<file path="src/rtl/branch_redirect_ctrl_if.sv">
// Redirect bundle between the EX-stage branch resolution, fetch and branch_redirect_ctrl.
// The master side is the pipeline (EX + fetch); the slave side is the redirect controller.
interface branch_redirect_ctrl_if;
    logic        ex_valid;
    logic [31:0] ex_pc;
    logic        ex_cond;
    logic        ex_ret;
    logic        ex_taken;
    logic        ex_pred_taken;
    logic [31:0] ex_tgt;
    logic [31:0] ex_fall;
    logic        redir_valid;
    logic [31:0] redir_pc;
    logic        redir_ready;

    modport master (
        output ex_valid, ex_pc, ex_cond, ex_ret, ex_taken, ex_pred_taken, ex_tgt, ex_fall,
        output redir_ready,
        input  redir_valid, redir_pc
    );

    modport slave (
        input  ex_valid, ex_pc, ex_cond, ex_ret, ex_taken, ex_pred_taken, ex_tgt, ex_fall,
        input  redir_ready,
        output redir_valid, redir_pc
    );
endinterface

</file>
<file path="src/rtl/branch_redirect_ctrl.sv">
// Branch direction predictor (2-bit BHT) plus mispredict redirect/flush sequencer.
// Optional BRANCH_STATS_EN macro adds resolved-branch and redirect counters.
module branch_redirect_ctrl #(
    parameter int BHT_IDX_W    = 4,
    parameter int FLUSH_CYCLES = 2
) (
    input  logic                        clk,
    input  logic                        rst_n,
    input  logic [31:0]                 if_pc,
    input  logic                        if_is_br,
    output logic                        if_pred_taken,
    branch_redirect_ctrl_if.slave       rif,
    output logic                        flush,
    output logic                        busy,
    output logic [31:0]                 br_count,
    output logic [31:0]                 mispred_count
);
    localparam int BHT_N = 2 ** BHT_IDX_W;
    localparam int CNT_W = (FLUSH_CYCLES < 2) ? 1 : $clog2(FLUSH_CYCLES + 1);

    typedef enum logic [1:0] {
        ST_IDLE     = 2'd0,
        ST_REDIRECT = 2'd1,
        ST_FLUSH    = 2'd2
    } state_t;

    state_t             state_r;
    logic [CNT_W-1:0]   cnt_r;
    logic               redir_valid_r;
    logic [31:0]        redir_pc_r;
    logic               flush_r;
    logic               busy_r;
    logic [1:0]         bht_r [BHT_N];

    logic [BHT_IDX_W-1:0] if_idx_s;
    logic [BHT_IDX_W-1:0] ex_idx_s;
    logic                 idle_s;
    logic                 mispredict_s;
    logic                 bht_upd_s;
    logic [31:0]          target_s;
    logic [1:0]           bht_cur_s;
    logic [1:0]           bht_nxt_s;
    logic                 unused_s;

    assign if_idx_s      = if_pc[BHT_IDX_W+1:2];
    assign ex_idx_s      = rif.ex_pc[BHT_IDX_W+1:2];
    assign idle_s        = (state_r == ST_IDLE);
    assign mispredict_s  = rif.ex_valid & idle_s & (rif.ex_ret | (rif.ex_taken != rif.ex_pred_taken));
    assign bht_upd_s     = rif.ex_valid & rif.ex_cond & idle_s;
    assign if_pred_taken = bht_r[if_idx_s][1] & if_is_br;
    assign unused_s      = ^{if_pc[31:BHT_IDX_W+2], if_pc[1:0],
                             rif.ex_pc[31:BHT_IDX_W+2], rif.ex_pc[1:0]};

    // Redirect target selection and saturating next value of the resolving branch's counter.
    always_comb begin
        target_s  = (rif.ex_ret | rif.ex_taken) ? rif.ex_tgt : rif.ex_fall;
        bht_cur_s = bht_r[ex_idx_s];
        bht_nxt_s = bht_cur_s;
        if (rif.ex_taken) begin
            if (bht_cur_s != 2'b11) begin
                bht_nxt_s = bht_cur_s + 2'b01;
            end else begin
                bht_nxt_s = bht_cur_s;
            end
        end else begin
            if (bht_cur_s != 2'b00) begin
                bht_nxt_s = bht_cur_s - 2'b01;
            end else begin
                bht_nxt_s = bht_cur_s;
            end
        end
    end

    // Branch history table; lookups in the update cycle still see the old value.
    always_ff @(posedge clk or negedge rst_n) begin
        if (!rst_n) begin
            for (int i = 0; i < BHT_N; i++) begin
                bht_r[i] <= 2'b01;
            end
        end else if (bht_upd_s) begin
            bht_r[ex_idx_s] <= bht_nxt_s;
        end
    end

    // Redirect/flush sequencer with registered handshake and flush outputs.
    always_ff @(posedge clk or negedge rst_n) begin
        if (!rst_n) begin
            state_r       <= ST_IDLE;
            cnt_r         <= {CNT_W{1'b0}};
            redir_valid_r <= 1'b0;
            redir_pc_r    <= 32'd0;
            flush_r       <= 1'b0;
            busy_r        <= 1'b0;
        end else begin
            case (state_r)
                ST_IDLE: begin
                    if (mispredict_s) begin
                        state_r       <= ST_REDIRECT;
                        redir_pc_r    <= target_s;
                        redir_valid_r <= 1'b1;
                        flush_r       <= 1'b1;
                        busy_r        <= 1'b1;
                    end
                end
                ST_REDIRECT: begin
                    if (redir_valid_r && rif.redir_ready) begin
                        state_r       <= ST_FLUSH;
                        redir_valid_r <= 1'b0;
                        cnt_r         <= CNT_W'(FLUSH_CYCLES - 1);
                    end
                end
                ST_FLUSH: begin
                    if (cnt_r == {CNT_W{1'b0}}) begin
                        state_r <= ST_IDLE;
                        flush_r <= 1'b0;
                        busy_r  <= 1'b0;
                    end else begin
                        cnt_r <= cnt_r - {{(CNT_W-1){1'b0}}, 1'b1};
                    end
                end
                default: begin
                    state_r       <= ST_IDLE;
                    cnt_r         <= {CNT_W{1'b0}};
                    redir_valid_r <= 1'b0;
                    flush_r       <= 1'b0;
                    busy_r        <= 1'b0;
                end
            endcase
        end
    end

    assign rif.redir_valid = redir_valid_r;
    assign rif.redir_pc    = redir_pc_r;
    assign flush           = flush_r;
    assign busy            = busy_r;

`ifdef BRANCH_STATS_EN
    logic [31:0] br_count_r;
    logic [31:0] mispred_count_r;

    // Statistics: only right-path (IDLE) resolutions and redirects are counted; both wrap.
    always_ff @(posedge clk or negedge rst_n) begin
        if (!rst_n) begin
            br_count_r      <= 32'd0;
            mispred_count_r <= 32'd0;
        end else begin
            if (rif.ex_valid && idle_s) begin
                br_count_r <= br_count_r + 32'd1;
            end
            if (mispredict_s) begin
                mispred_count_r <= mispred_count_r + 32'd1;
            end
        end
    end

    assign br_count      = br_count_r;
    assign mispred_count = mispred_count_r;
`else
    assign br_count      = 32'd0;
    assign mispred_count = 32'd0;
`endif
endmodule

</file>
<file path="src/flat_wrapper.sv">
// flat-port wrapper written by rule: the top's interface ports become plain ports
module branch_redirect_ctrl_flat 
#(
    parameter int BHT_IDX_W    = 4,
    parameter int FLUSH_CYCLES = 2
)
  (clk, rst_n, if_pc, if_is_br, if_pred_taken, flush, busy, br_count, mispred_count, rif_ex_valid, rif_ex_pc, rif_ex_cond, rif_ex_ret, rif_ex_taken, rif_ex_pred_taken, rif_ex_tgt, rif_ex_fall, rif_redir_ready, rif_redir_valid, rif_redir_pc);
  branch_redirect_ctrl_if rif_i ();
  input  logic clk;
  input  logic rst_n;
  input  logic [31:0] if_pc;
  input  logic if_is_br;
  output logic if_pred_taken;
  output logic flush;
  output logic busy;
  output logic [31:0] br_count;
  output logic [31:0] mispred_count;
  input wire logic [$bits(rif_i.ex_valid)-1:0] rif_ex_valid;
  input wire logic [$bits(rif_i.ex_pc)-1:0] rif_ex_pc;
  input wire logic [$bits(rif_i.ex_cond)-1:0] rif_ex_cond;
  input wire logic [$bits(rif_i.ex_ret)-1:0] rif_ex_ret;
  input wire logic [$bits(rif_i.ex_taken)-1:0] rif_ex_taken;
  input wire logic [$bits(rif_i.ex_pred_taken)-1:0] rif_ex_pred_taken;
  input wire logic [$bits(rif_i.ex_tgt)-1:0] rif_ex_tgt;
  input wire logic [$bits(rif_i.ex_fall)-1:0] rif_ex_fall;
  input wire logic [$bits(rif_i.redir_ready)-1:0] rif_redir_ready;
  output wire logic [$bits(rif_i.redir_valid)-1:0] rif_redir_valid;
  output wire logic [$bits(rif_i.redir_pc)-1:0] rif_redir_pc;
  assign rif_i.ex_valid = rif_ex_valid;
  assign rif_i.ex_pc = rif_ex_pc;
  assign rif_i.ex_cond = rif_ex_cond;
  assign rif_i.ex_ret = rif_ex_ret;
  assign rif_i.ex_taken = rif_ex_taken;
  assign rif_i.ex_pred_taken = rif_ex_pred_taken;
  assign rif_i.ex_tgt = rif_ex_tgt;
  assign rif_i.ex_fall = rif_ex_fall;
  assign rif_i.redir_ready = rif_redir_ready;
  assign rif_redir_valid = rif_i.redir_valid;
  assign rif_redir_pc = rif_i.redir_pc;
  branch_redirect_ctrl #(.BHT_IDX_W(BHT_IDX_W), .FLUSH_CYCLES(FLUSH_CYCLES)) u_core (.clk(clk), .rst_n(rst_n), .if_pc(if_pc), .if_is_br(if_is_br), .if_pred_taken(if_pred_taken), .rif(rif_i), .flush(flush), .busy(busy), .br_count(br_count), .mispred_count(mispred_count));
endmodule
</file>
<file path="config.mk">
export PLATFORM = sky130hd
export DESIGN_NAME = branch_redirect_ctrl_flat
export DESIGN_NICKNAME = d
export VERILOG_FILES = /design/src/rtl/branch_redirect_ctrl_if.sv /design/src/rtl/branch_redirect_ctrl.sv /design/src/flat_wrapper.sv
export SDC_FILE = /design/constraint.sdc
export NUM_CORES = 1
export LEC_CHECK = 0
export ABC_CLOCK_PERIOD_IN_PS = 2970
export CAP_MARGIN = 10
export CORE_MARGIN = 2
export CORE_UTILIZATION = 42
export DETAILED_ROUTE_END_ITERATION = 10
export HOLD_SLACK_MARGIN = 0.06
export PLACE_DENSITY_LB_ADDON = 0.15
export SLEW_MARGIN = 10
export SYNTH_ARGS = -nofsm -noshare
export SYNTH_HDL_FRONTEND = slang
export SYNTH_SLANG_ARGS = --single-unit
</file>
<file path="constraint.sdc">
create_clock -name clk -period 2.97 [get_ports clk]
set_clock_uncertainty 0.05 [all_clocks]
set_input_delay 0.594 -clock clk [delete_from_list [all_inputs] [get_ports clk]]
set_output_delay 0.594 -clock clk [all_outputs]
set_load 0.01 [all_outputs]
</file>
==> results of run 1 <==
synth_stat cells (all sizes together):
library cell  count
nor2              7
and4b             1
dfrtp            54
conb              1
nand2b            2
o31ai            10
and3              1
a221o             1
o211ai            1
a21oi            11
nor2b             5
clkbuf           15
inv              12
nand2            52
a31oi             7
maj3              4
o21ai            54
and4              1
xor2              1
mux2i            41
mux4             13
a211oi            1
a211o             1
or2               1
mux2              4
nand3             5
ha                5
a221oi            1
nand4b            1
o2bb2ai           1
dfstp            16
and2              2
buf              69
layer usage:
metal / part of all wire [%] / vias up
met5: 0 / -
met4: 1.2 / 0
met3: 9.0 / 12
met2: 48 / 128
met1: 42 / 1446
li1: - / 1510
metrics by stage:
stage	hold WS [ps]	total power, mW	worst slack [ps]	std cells	setup TNS [ps]
after floorplan	248.4	2.628	628.4	464	0
after global placement	406.5	3.357	-490.8	642	-490.8
after detailed placement	418.5	3.407	-502.7	642	-502.7
after CTS	269.0	4.218	25.82	657	0
after global routing	315.9	4.508	93.55	657	0
final	258.6	4.171	168.9	657	0
cells by family (layout without fill, tap and decap cells):
group / after synthesis / count (layout) / synth area share (%)
buffers and inverters: 96 / 156 / 14.89
AO/OA/AOI/OAI: 88 / 88 / 12.45
AND/OR/NAND/NOR: 78 / 78 / 8.359
flip-flops: 70 / 70 / 43.20
multiplexers: 58 / 58 / 18.24
adder cells (fa/ha/maj): 9 / 9 / 2.563
other: 1 / 64 / 0.09143
XOR/XNOR: 1 / 1 / 0.2136
worst paths after layout:
| path | slack (ps) | endpoint | cells past startpoint | start |
|---|---|---|---|---|
| worst max-delay path | 170 | if_pred_taken | 6 | if_pc[2] |
| worst min-delay path | 260 | u_core.bht_r[19]$_DFFE_PN0P_ | 1 | rst_n |
| worst max register to register | 810 | u_core.flush$_DFFE_PN0P_ | 5 | u_core.state_r[1]$_DFFE_PN0P_ |
| worst min register to register | 430 | u_core.bht_r[26]$_DFFE_PN1P_ | 2 | u_core.bht_r[26]$_DFFE_PN1P_ |
| max in group asynchronous | 1900 | u_core.bht_r[12]$_DFFE_PN1P_ | 2 | rst_n |
| min in group clk | 430 | u_core.bht_r[26]$_DFFE_PN1P_ | 2 | u_core.bht_r[26]$_DFFE_PN1P_ |
repair_timing:
item                       in CTS  in global routing
gates resized for setup         8                  1
setup endpoints to repair       1                  1
pin swaps                       0                  0
cell type report:
class	count	area, um2	share of cell area (%)
inverters	12	45.04	0.8287
flip-flops and latches	70	1772	32.60
well taps	133	166.4	3.062
repair buffers	129	1281	23.57
multi-input cells	298	1963	36.12
clock inverters	3	42.54	0.7827
clock buffers	12	165.2	3.039
critical path: cells and delay by family:
family	cells	cell delay, ps
buffers and inverters	3	440
and+or+nand+nor	1	170
muxes	2	940
power groups by stage:
| stage | combinational (mW) | clock [mW] | sequential, mW |
|---|---|---|---|
| final | 1.73 | 0.794 | 1.64 |
| after global routing | 1.94 | 0.872 | 1.70 |
| after global placement | 1.72 | 0 | 1.63 |
| after floorplan | 0.922 | 0 | 1.71 |
| after detailed placement | 1.75 | 0 | 1.65 |
| after CTS | 1.76 | 0.816 | 1.65 |
state kept, by name, summed over array words and instances, names as in the netlist:
register and count:
u_core.flush 1, u_core.rif.redir_valid 1, u_core.cnt_r 2, u_core.rif.redir_pc 32, u_core.bht_r 32, u_core.state_r 2
==> reports/qor.yml, run 1 <==
yosysSeqAreaShare_pct: 43.20
path_class: "primary input to output pin"
die_w_um: 102.8
hpwlAfterDp_mm: 7.342
worstMarginPinSlew_ps: 709.8
critPathArrivalTime_ps: 2160
dieArea_um2: 10570
cap_violations: 0
grtUsageMet3_pct: 6.441
p_clk_share_pct: 19.0
dr.pass1.iters: 4
cp-end-kind: "output pin"
start_kind: "primary input"
die_h_um: 102.8
cts_tree: "built"
io_pins: 237
slew-limit-headroom_pct: 52.68
drc: 0
drive_gt1_share_pct: 13.55
post-cts-setup-buffers: 0
switching_share_pct: 33.58
clock_path_buffers: 2
hold_viol: 0
crit_top_cell: "mux4_2"
hp-class: "primary input to asynchronous set/reset pin"
port_buffers: 116
initial_core_util_pct: 42.55
htreeDepth: 3
final_cell_mix: "clkdlybuf4s50_1 (112), conb_1 (64), o21ai_0 (54), dfrtp_1 (54), nand2_1 (52)"
ys_ff_latch: 70
fmax_mhz: 357.0
gp_congestion: 0.7902
ys_types: 37
finalSetupViolCount: 0
busiest_layer: "met2"
placementRows: 36
layout_commonest_cell: "clkdlybuf4s50_1"
cts_hold_buffers: 0
grt_pass1_vias: 3014
antennaDiodeCount: 0
status: "complete, no violations"
ys.warnings.count: 0
fill_cells: 924
comb_power_share_pct: 41.6
grt_pass1_wl_mm: 15.01
slew_viol_final: 0
fin_nets: 662
power.share.sequential_pct: 39.4
vias: 3096
cp_slowest_stage_delay_ps: 490
grt_util_met1_pct: 24.02
wl_per_cell_um: 14.35
cts_root_buf: "clkbuf_8"
ir_drop_uv: 337.8
grt_max_degree: 41
drt-total-wl_mm: 9.429
grt.total_usage_pct: 18.72
cp.required_ps: 2330
cts_sinks: 70
utilization_pct: 56.39
core_region_area_um2: 9639
rsz0062_at_grt: "false"
ant_nets: 0
syn_to_final_growth_pct: 32.52
netlist_area_um2: 4101
power.switching_mw: 1.401
synth.avg_cell_area_um2: 10.23
drt-vias-per-instance: 4.712
cp_slowest_cell: "mux4_2"
syn_inst: 401
design_area_um2: 5435
synth_top_area_share_pct: 32.95
worstSkewPairLatency_ps: 340
finalCriticalPeriod_ps: 2801
synth_area_leaders: "dfrtp_1 (33%), buf_4 (12%), dfstp_2 (10%)"
p_int_mw: 2.771
grt.overflow.total: 0
antenna_found_initial: 0
placed_area_um2: 5225
grtUsageMet2_pct: 29.36
synth.largest_area_cell: "dfrtp_1"
cts_made_buffers: 9
leakagePower_nw: 2.363
worstPathMaxFanout: 2
crit_chain: "clkbuf_2, buf_6, mux4_2, mux4_2, and2_1, clkdlybuf4s15_2"
timing.final.crit_share_pct: 94.31
clk_pin_slew_ps: 70
drtIter0Drc: 95
powerDensity_nw_per_um2: 767.4
(Power assumes the default switching activity.)
==> run 2, diff against run 1 <==
--- a/config.mk
+++ b/config.mk
@@ -5,13 +5,13 @@
 export SDC_FILE = /design/constraint.sdc
 export NUM_CORES = 1
 export LEC_CHECK = 0
-export ABC_CLOCK_PERIOD_IN_PS = 2970
 export CAP_MARGIN = 10
 export CORE_MARGIN = 2
 export CORE_UTILIZATION = 42
 export DETAILED_ROUTE_END_ITERATION = 10
 export HOLD_SLACK_MARGIN = 0.06
 export PLACE_DENSITY_LB_ADDON = 0.15
+export REMOVE_ABC_BUFFERS = 1
 export SLEW_MARGIN = 10
 export SYNTH_ARGS = -nofsm -noshare
 export SYNTH_HDL_FRONTEND = slang
==> run 2 against run 1 <==
Against the previous run:
- final area up 0.30%
- worst setup slack worse by 49 ps
- critical path type unchanged
- highest routed layer unchanged
- first-iteration DRC count up 54%
- cell count down 0.30%
- register-to-register slack better by 70 ps
- maximum frequency down 1.7%
- via count down 0.55%
- clock power up 16%
- global-route usage down 0.42 points
- combinational power about the same
==> reports/qor.yml, run 2 (synthesized netlist as in run 1, its figures left out) <==
htreeDepth: 3
cp_slowest_cell: "clkdlybuf4s50_1"
worstMarginPinSlew_ps: 647.4
initial_core_util_pct: 42.55
worstSkewPairLatency_ps: 350
grt_util_met1_pct: 23.29
antennaDiodeCount: 0
drtIter0Drc: 146
slew_viol_final: 0
rrSetupSlack_ps: 880
finalSetupViolCount: 0
crit_top_cell: "mux4_2"
r2r-start: "u_core.state_r[1]$_DFFE_PN0P_"
path_buf_inv: 2
cts_made_buffers: 9
powerDensity_nw_per_um2: 788.2
cts_hold_buffers: 0
drive_gt1_share_pct: 12.84
cp_slowest_stage_delay_ps: 550
fin_cells: 655
timing.final.crit_share_pct: 95.96
hp-class: "primary input to asynchronous set/reset pin"
port_buffers: 116
clock_path_buffers: 2
final_cell_mix: "clkdlybuf4s50_1 (113), conb_1 (64), o21ai_0 (54), dfrtp_1 (54), nand2_1 (52)"
drt-total-wl_mm: 8.955
io_pins: 237
cts_tree: "built"
rsz0062_at_grt: "false"
design_area_um2: 5451
grt_pass1_wl_mm: 14.71
grt.total_usage_pct: 18.30
cts_root_buf: "clkbuf_8"
ir_drop_uv: 284.5
r2r-end: "u_core.state_r[0]$_DFFE_PN0P_"
grtUsageMet3_pct: 7.593
start_kind: "primary input"
dp.cells: 639
cap_violations: 0
placed_area_um2: 5215
dr.pass1.iters: 4
utilization_pct: 56.56
fill_cells: 873
cp_num_cells: 5
fin_nets: 659
vias: 3079
whs_ps: 219.8
die_h_um: 102.8
ant_nets: 0
busiest_layer: "met2"
drc: 0
leakagePower_nw: 2.367
worstPathMaxFanout: 4
cts_sinks: 70
grt.overflow.total: 0
hpwlAfterDp_mm: 6.899
grt_pass1_vias: 2976
post-cts-setup-buffers: 0
wl_per_cell_um: 13.67
path_class: "primary input to output pin"
grt_max_degree: 66
cp.required_ps: 2330
fmax_mhz: 350.9
syn_to_final_growth_pct: 32.92
finalCriticalPeriod_ps: 2850
clk_pin_slew_ps: 80
drt-vias-per-instance: 4.701
core_region_area_um2: 9639
placementRows: 36
slew-limit-headroom_pct: 56.84
layout_commonest_cell: "clkdlybuf4s50_1"
antenna_found_initial: 0
critPathArrivalTime_ps: 2210
cp-end-kind: "output pin"
status: "complete, no violations"
grtUsageMet2_pct: 28.05
die_w_um: 102.8
gp_congestion: 0.7882
path_delay_family: "multiplexers"
dieArea_um2: 10570
crit_chain: "clkdlybuf4s50_1, mux4_2, mux4_2, and2_1, buf_2"
hold_viol: 0
r2r.worst_path.cells: 5
## run 2: changes by cell type in the layout (fill, tap and decap cells not counted), sizes merged
cell / before / now
clkbuf: 13 / 10
bufinv: 1 / 3
buf: 14 / 12
clkinv: 1 / 2
clkdlybuf4s15: 1 / 0
clkdlybuf4s50: 112 / 113
## run 2: worst register-to-register path, stage by stage (launching register included)
cell and delay (ps):
dfrtp_1 380, inv_1 130, ha_1 360, o211ai_1 280, a221oi_1 390, mux2_2 380
## run 2: layout make-up
type | count | area [um2] | share of cell area [%]
well taps | 133 | 166.4 | 3.053
clock inverters | 6 | 111.4 | 2.043
clock buffers | 10 | 127.6 | 2.341
multi-input cells | 298 | 1963 | 36.01
flip-flops and latches | 70 | 1772 | 32.50
repair buffers | 126 | 1266 | 23.23
inverters | 12 | 45.04 | 0.8263
## run 2: report_power, final
group / internal (mW) / switching (mW) / leakage [nW]
combinational: 0.913 / 0.824 / 1.40
sequential: 1.41 / 0.229 / 0.850
clock: 0.558 / 0.363 / 0.116
## run 2: metal layers
metal / part of all wire (%) / vias up
met5: 0 / -
li1: - / 1509
met2: 46 / 144
met3: 10 / 11
met1: 42 / 1415
met4: 1.4 / 0
## run 2: how the worst max path moves through the flow
| stage | start | end | slack [ps] |
|---|---|---|---|
| after floorplan | rif_ex_taken | u_core.state_r[0]$_DFFE_PN0P_ | -750 |
| after global placement | if_pc[2] | if_pred_taken | -460 |
| after detailed placement | if_pc[2] | if_pred_taken | -480 |
| after CTS | if_pc[3] | if_pred_taken | 90 |
| after global routing | if_pc[3] | if_pred_taken | 50 |
| final | if_pc[3] | if_pred_taken | 120 |
## run 2: per-stage QoR
| step | total power [mW] | setup TNS [ps] | worst slack, ps |
|---|---|---|---|
| 2_1_floorplan | 2.539 | -15960 | -747.9 |
| 3_3_place_gp | 3.357 | -462.3 | -462.3 |
| 3_5_place_dp | 3.411 | -480.0 | -480.0 |
| 4_1_cts | 4.348 | 0 | 93.39 |
| 5_1_grt | 4.630 | 0 | 46.17 |
| 6_report | 4.297 | 0 | 119.8 |
## run 2: repair_timing
action                                 CTS  global route
endpoints found under the hold margin    0             0
setup endpoints to repair                1             0
resized for setup                        6             0
